[config.mk]
export PLATFORM = sky130hd
export DESIGN_NAME = fp_norm_arbiter
export DESIGN_NICKNAME = d
export VERILOG_FILES = /design/src/rtl/fp_norm_pkg.sv /design/src/rtl/fp_norm_core.sv /design/src/rtl/fp_norm_arbiter.sv
export SDC_FILE = /design/constraint.sdc
export NUM_CORES = 1
export LEC_CHECK = 0
export ABC_CLOCK_PERIOD_IN_PS = 19400
export BUFFER_PORTS_ARGS = -buffer_cell sky130_fd_sc_hd__buf_2
export CORE_MARGIN = 4
export CORE_UTILIZATION = 35
export CTS_CLUSTER_DIAMETER = 30
export DETAILED_ROUTE_END_ITERATION = 10
export PLACE_DENSITY = 0.65
export SETUP_SLACK_MARGIN = 0.15
export SYNTH_ARGS = -nofsm -noshare
export SYNTH_HDL_FRONTEND = slang
export SYNTH_SLANG_ARGS = --single-unit
[constraint.sdc]
create_clock -name clk -period 19.4 [get_ports clk]
set_input_delay 2.91 -clock clk [delete_from_list [all_inputs] [get_ports clk]]
set_output_delay 2.91 -clock clk [all_outputs]
set_load 0.01 [all_outputs]
[src/rtl/fp_norm_pkg.sv]
// Shared fp32 field layout and the leading-zero helper used by the normalizer.
package fp_norm_pkg;

  localparam int unsigned FP_W    = 32;
  localparam int unsigned EXP_W   = 8;
  localparam int unsigned FRAC_W  = 23;
  localparam int unsigned EXP_LSB = 23;

  typedef struct packed {
    logic              sign;
    logic [EXP_W-1:0]  exp;
    logic [FRAC_W-1:0] frac;
  } fp32_t;

  // Leading zeros of a 23-bit fraction; an all-zero input yields 23.
  function automatic logic [4:0] clz23(input logic [FRAC_W-1:0] f);
    logic [4:0] n;
    logic       done;
    n    = '0;
    done = 1'b0;
    for (int unsigned k = 0; k < FRAC_W; k++) begin
      if (!done) begin
        if (f[FRAC_W-1-k]) done = 1'b1;
        else               n    = n + 5'd1;
      end
    end
    return n;
  endfunction

endpackage

[src/rtl/fp_norm_core.sv]
// Combinational fp32 normalizer: promotes the leading fraction one to the hidden bit.
module fp_norm_core
  import fp_norm_pkg::*;
(
  input  logic [FP_W-1:0] din,
  output logic [FP_W-1:0] dout,
  output logic [4:0]      shift
);

  fp32_t a;
  fp32_t y;

  always_comb begin
    a     = fp32_t'(din);
    y     = a;
    shift = '0;
    if (a.frac != '0) begin
      shift  = clz23(a.frac) + 5'd1;
      y.frac = a.frac << shift;
      // Exponent would reach zero or below: flush to signed zero.
      if ({1'b0, a.exp} <= {4'b0000, shift}) begin
        y.exp  = '0;
        y.frac = '0;
      end else begin
        y.exp = a.exp - {3'b000, shift};
      end
    end
    dout = y;
  end

endmodule

[src/rtl/fp_norm_arbiter.sv]
// Round-robin arbiter sharing one fp32 normalizer among NUM_REQ requesters.
// Optional grant counter port is enabled by defining FP_NORM_PERF_EN.
module fp_norm_arbiter
  import fp_norm_pkg::*;
#(
  parameter int unsigned NUM_REQ = 4,
  parameter int unsigned ID_W    = 2
) (
  input  logic                    clk,
  input  logic                    rst,
  input  logic [NUM_REQ-1:0]      req_valid,
  input  logic [NUM_REQ*FP_W-1:0] req_data,
  output logic [NUM_REQ-1:0]      req_ready,
  output logic                    out_valid,
  output logic [FP_W-1:0]         out_data,
  output logic [ID_W-1:0]         out_id,
  input  logic                    out_ready
`ifdef FP_NORM_PERF_EN
  ,
  output logic [15:0]             grant_cnt
`endif
);

  logic [ID_W-1:0]      ptr;
  logic [2*NUM_REQ-1:0] dbl;
  logic [NUM_REQ-1:0]   rot;
  logic                 found;
  int unsigned          pick;
  int unsigned          sel;
  logic                 slot_free;
  logic                 xfer;
  logic [ID_W-1:0]      gnt_id;
  logic [ID_W-1:0]      next_ptr;
  logic [FP_W-1:0]      sel_word;
  logic [FP_W-1:0]      norm_word;
  logic [4:0]           norm_shift;

  assign slot_free = ~out_valid | out_ready;

  // Rotate valids so the pointer sits at bit 0, take the lowest set bit,
  // then add the pointer back modulo NUM_REQ.
  always_comb begin
    dbl   = {req_valid, req_valid};
    rot   = NUM_REQ'(dbl >> ptr);
    found = 1'b0;
    pick  = 0;
    for (int unsigned k = 0; k < NUM_REQ; k++) begin
      if (!found && rot[k]) begin
        found = 1'b1;
        pick  = k;
      end
    end
    sel = 32'(ptr) + pick;
    if (sel >= NUM_REQ) sel = sel - NUM_REQ;
    gnt_id   = ID_W'(sel);
    next_ptr = (sel + 1 >= NUM_REQ) ? '0 : ID_W'(sel + 1);
    xfer     = found & slot_free & ~rst;
  end

  always_comb begin
    req_ready = '0;
    sel_word  = '0;
    for (int unsigned i = 0; i < NUM_REQ; i++) begin
      if (sel == i) begin
        req_ready[i] = xfer;
        sel_word     = req_data[FP_W*i +: FP_W];
      end
    end
  end

  fp_norm_core u_core (
    .din   (sel_word),
    .dout  (norm_word),
    .shift (norm_shift)
  );

  always_ff @(posedge clk) begin
    if (rst) begin
      out_valid <= 1'b0;
      out_data  <= '0;
      out_id    <= '0;
      ptr       <= '0;
    end else begin
      if (xfer) begin
        assert (norm_shift <= 5'd23);
        out_valid <= 1'b1;
        out_data  <= norm_word;
        out_id    <= gnt_id;
        ptr       <= next_ptr;
      end else if (out_ready) begin
        out_valid <= 1'b0;
      end
    end
  end

`ifdef FP_NORM_PERF_EN
  always_ff @(posedge clk) begin
    if (rst)                              grant_cnt <= '0;
    else if (xfer && grant_cnt != 16'hFFFF) grant_cnt <= grant_cnt + 16'd1;
  end
`endif

endmodule

==> results.sh <==
export IMPL_outcome="finished clean"
export IMPL_hold_depth=2
export IMPL_drv_cap=0
export IMPL_fmax_mhz=55.6
export IMPL_final_util_pct=42.1
export IMPL_fill_cells=2068
export IMPL_syn_nets=1187
export IMPL_ant_nets=0
export IMPL_critPathBufInv=8
export IMPL_core_area_um2=19600
export IMPL_drv_slew=0
export IMPL_async_reset_ff_share_pct=0
export IMPL_cp_required_ns=19.61
export IMPL_clock_path_buffers=2
export IMPL_cpMaxStageDelayCell="fa_1"
export IMPL_setup_tns_ns=0
export IMPL_drt_pass1_iterations=7
export IMPL_synth_area_leaders="dfxtp_1 11%, a21oi_1 6.6%, ha_1 6.4%"
export IMPL_ys_ff_latch=37
export IMPL_die_x_um=150
export IMPL_drc=0
export IMPL_worst_pin_slew_ns=0.989
export IMPL_reg2reg_slack_ns=3.72
export IMPL_regArea_um2=741
export IMPL_rows=51
export IMPL_drt_wl_total_mm=24.4
export IMPL_holdCritStartpoint="out_data[4]$_SDFFE_PP0P_"
export IMPL_fin_skew_ns=0.00387
export IMPL_rsz0062_at_grt="false"
export IMPL_cts_sinks=37
export IMPL_ys_types=100
export IMPL_critPathMaxStageDelay_ns=0.58
export IMPL_dp_cells=1401
export IMPL_worstSkewPairLatency_ns=0.28
export IMPL_synth_most_common_cell="nand2_1"
export IMPL_post_cts_buffers=0
export IMPL_yosysTopAreaCellShare_pct=10.5
export IMPL_crit_path_frequent_cell="ha_1"
export IMPL_grt_start_max_net_pins=36
export IMPL_crit_arrival_ns=18.21
export IMPL_wl_per_cell_um=17.4
export IMPL_reg2regPathDepth=73
export IMPL_ys_top_cells_by_count="114 x nand2_1, 109 x nor2_1, 93 x a21oi_1"
export IMPL_whs_endpoint="out_data[4]$_SDFFE_PP0P_"
export IMPL_worst_setup_path_end_kind="register"
export IMPL_period_share_pct=92.8
export IMPL_postCtsResizedCells=0
export IMPL_die_h_um=150
export IMPL_drtIter0Drc=676
export IMPL_grt_first_pass_wirelength_mm=38.6
export IMPL_die_area_um2=22400
export IMPL_clockRootBuffer="clkbuf_16"
export IMPL_grt_total_usage_pct=21.0
export IMPL_synth_flop_cell="dfxtp_1"
export IMPL_netlist_instances=1014
export IMPL_worstSetupPathType="in -> reg"
export IMPL_vias_per_cell=5.64
export IMPL_vias=7942
export IMPL_clkSlewWorstSetupHoldPaths_ns=0.06
export IMPL_synthesis_area_um2=7040
export IMPL_cp_start_kind="primary input"
export IMPL_hold_viol=0
export IMPL_multi_input_area_um2=5840
export IMPL_globalplace_congestion=0.964
export IMPL_num_antenna_cells=0
export IMPL_htree_levels=2
export IMPL_avgSynthCellArea_um2=6.94
export IMPL_path_delay_family="adder cells"
export IMPL_cts_buffers_inserted=5
export IMPL_setup_viol=0
export IMPL_hold_path_class="reg -> reg"
export IMPL_worstReg2RegStart="ptr[0]$_SDFFE_PP0P_"
export IMPL_layout_nets=1316
export IMPL_syn2layout_area_growth_pct=17.2
export IMPL_drive_gt1_share_pct=22.0
export IMPL_final_cell_count_no_fill=1409
export IMPL_ios=174
export IMPL_yosysWarningCount=0
export IMPL_hold_buffers=0
export IMPL_yosysTopAreaCell="dfxtp_1"
export IMPL_initial_core_util_pct=35.9
export IMPL_ys_seq_area_share_pct=10.5
export IMPL_io_buffers=173
export IMPL_synth_edf_count=0
export IMPL_antenna_found_initial=1
export IMPL_slew_headroom_pct=34.1
export IMPL_period_needed_ns=18.00
export IMPL_cp_num_cells=74
export IMPL_dp_final_hpwl_mm=20.0
export IMPL_crit_fanout=31
export IMPL_grt_overflow=0
export IMPL_grt_pass1_vias=7452
export IMPL_reg2reg_to="out_data[4]$_SDFFE_PP0P_"
export IMPL_cts_tree="yes"
logic make-up after synthesis:
logic type / Yosys count / share of synthesized area (%)
XOR/XNOR: 50 / 7.80
AO/OA/AOI/OAI: 330 / 31.8
multiplexers: 45 / 7.15
AND/OR/NAND/NOR: 400 / 28.3
flip-flops: 37 / 10.5
adder cells (fa/ha/maj): 42 / 7.54
buffers and inverters: 110 / 6.90
cell type report:
cell class	instances	area share [%]
clock buffer	5	1.52
inverter	43	1.96
multi-input combinational	867	70.8
tap	265	4.02
clock inverter	3	0.789
sequential	37	8.98
timing repair buffer	189	12.0
registers in the layout, summed over array words and instances (netlist names):
name	cells
out_data	32
out_id	2
ptr	2
out_valid	1
cell usage in the layout (no fill, tap or decap), types with 5 or more instances in the layout:
cell | synthesis | final
buf_2 | 16 | 173
nand2_1 | 114 | 114
nor2_1 | 109 | 109
a21oi_1 | 93 | 93
o21ai_0 | 62 | 62
inv_1 | 41 | 41
dfxtp_1 | 37 | 37
ha_1 | 36 | 35
mux2i_1 | 32 | 32
nand3_1 | 24 | 24
a22oi_1 | 22 | 22
xnor2_1 | 24 | 22
nand3b_1 | 20 | 20
o21ai_1 | 20 | 20
and2_1 | 19 | 19
nor2b_1 | 18 | 18
a211oi_1 | 18 | 18
xor2_1 | 17 | 17
nand2b_1 | 17 | 16
buf_4 | 6 | 16
nor3_1 | 14 | 14
a31oi_1 | 12 | 12
and3_1 | 11 | 11
o211ai_1 | 10 | 10
or3_1 | 10 | 10
nand4_1 | 9 | 9
a22o_1 | 9 | 9
mux2_2 | 9 | 9
a21o_1 | 8 | 8
a221o_1 | 7 | 7
nor4_1 | 7 | 7
a211o_1 | 6 | 6
a32oi_1 | 5 | 5
xnor2_2 | 3 | 5
clkbuf_16 | 0 | 5
worst reg2reg max path, delay by kind of cell, from the launching register on:
kind                       cells  cell delay, ns
xor gates and xnor gates       2            0.39
buffers and inverters          7            1.17
and+or+nand+nor               24            4.76
AOI/OAI and AO/OA             25            4.17
adders and majority gates     15            4.72
DFF                            1            0.40
layer usage:
| layer | track usage [%] | share of wire, % | wire [um] |
|---|---|---|---|
| met1 | 28.7 | 45 | 10900 |
| met2 | 33.8 | 45 | 10900 |
| met3 | 4.94 | 8.8 | 2160 |
| met4 | 4.62 | 1.8 | 435 |
| met5 | 0 | 0.045 | 11 |
how the worst max path moves through the flow:
| stage | start | end | slack [ns] |
|---|---|---|---|
| 3_5_place_dp | req_valid[0] | out_data[4]$_SDFFE_PP0P_ | 1.02 |
| 6_report | req_valid[0] | out_data[4]$_SDFFE_PP0P_ | 1.40 |
| 4_1_cts | req_valid[0] | out_data[4]$_SDFFE_PP0P_ | 1.24 |
| 2_1_floorplan | req_valid[3] | out_data[20]$_SDFFE_PP0P_ | 2.85 |
| 3_3_place_gp | req_valid[0] | out_data[4]$_SDFFE_PP0P_ | 1.37 |
| 5_1_grt | req_valid[0] | out_data[2]$_SDFFE_PP0P_ | 0.17 |
through the flow:
step	instance area (um^2)	hold slack [ns]	worst slack, ns
floorplan	7040	0.473	2.85
global placement	8050	0.441	1.37
detailed placement	8050	0.446	1.02
CTS	8240	0.454	1.24
global route	8250	0.489	0.170
finish	8250	0.450	1.40
Power is not shown: default switching activity piles up to over one toggle a cycle in this logic, so the estimate is an artifact.
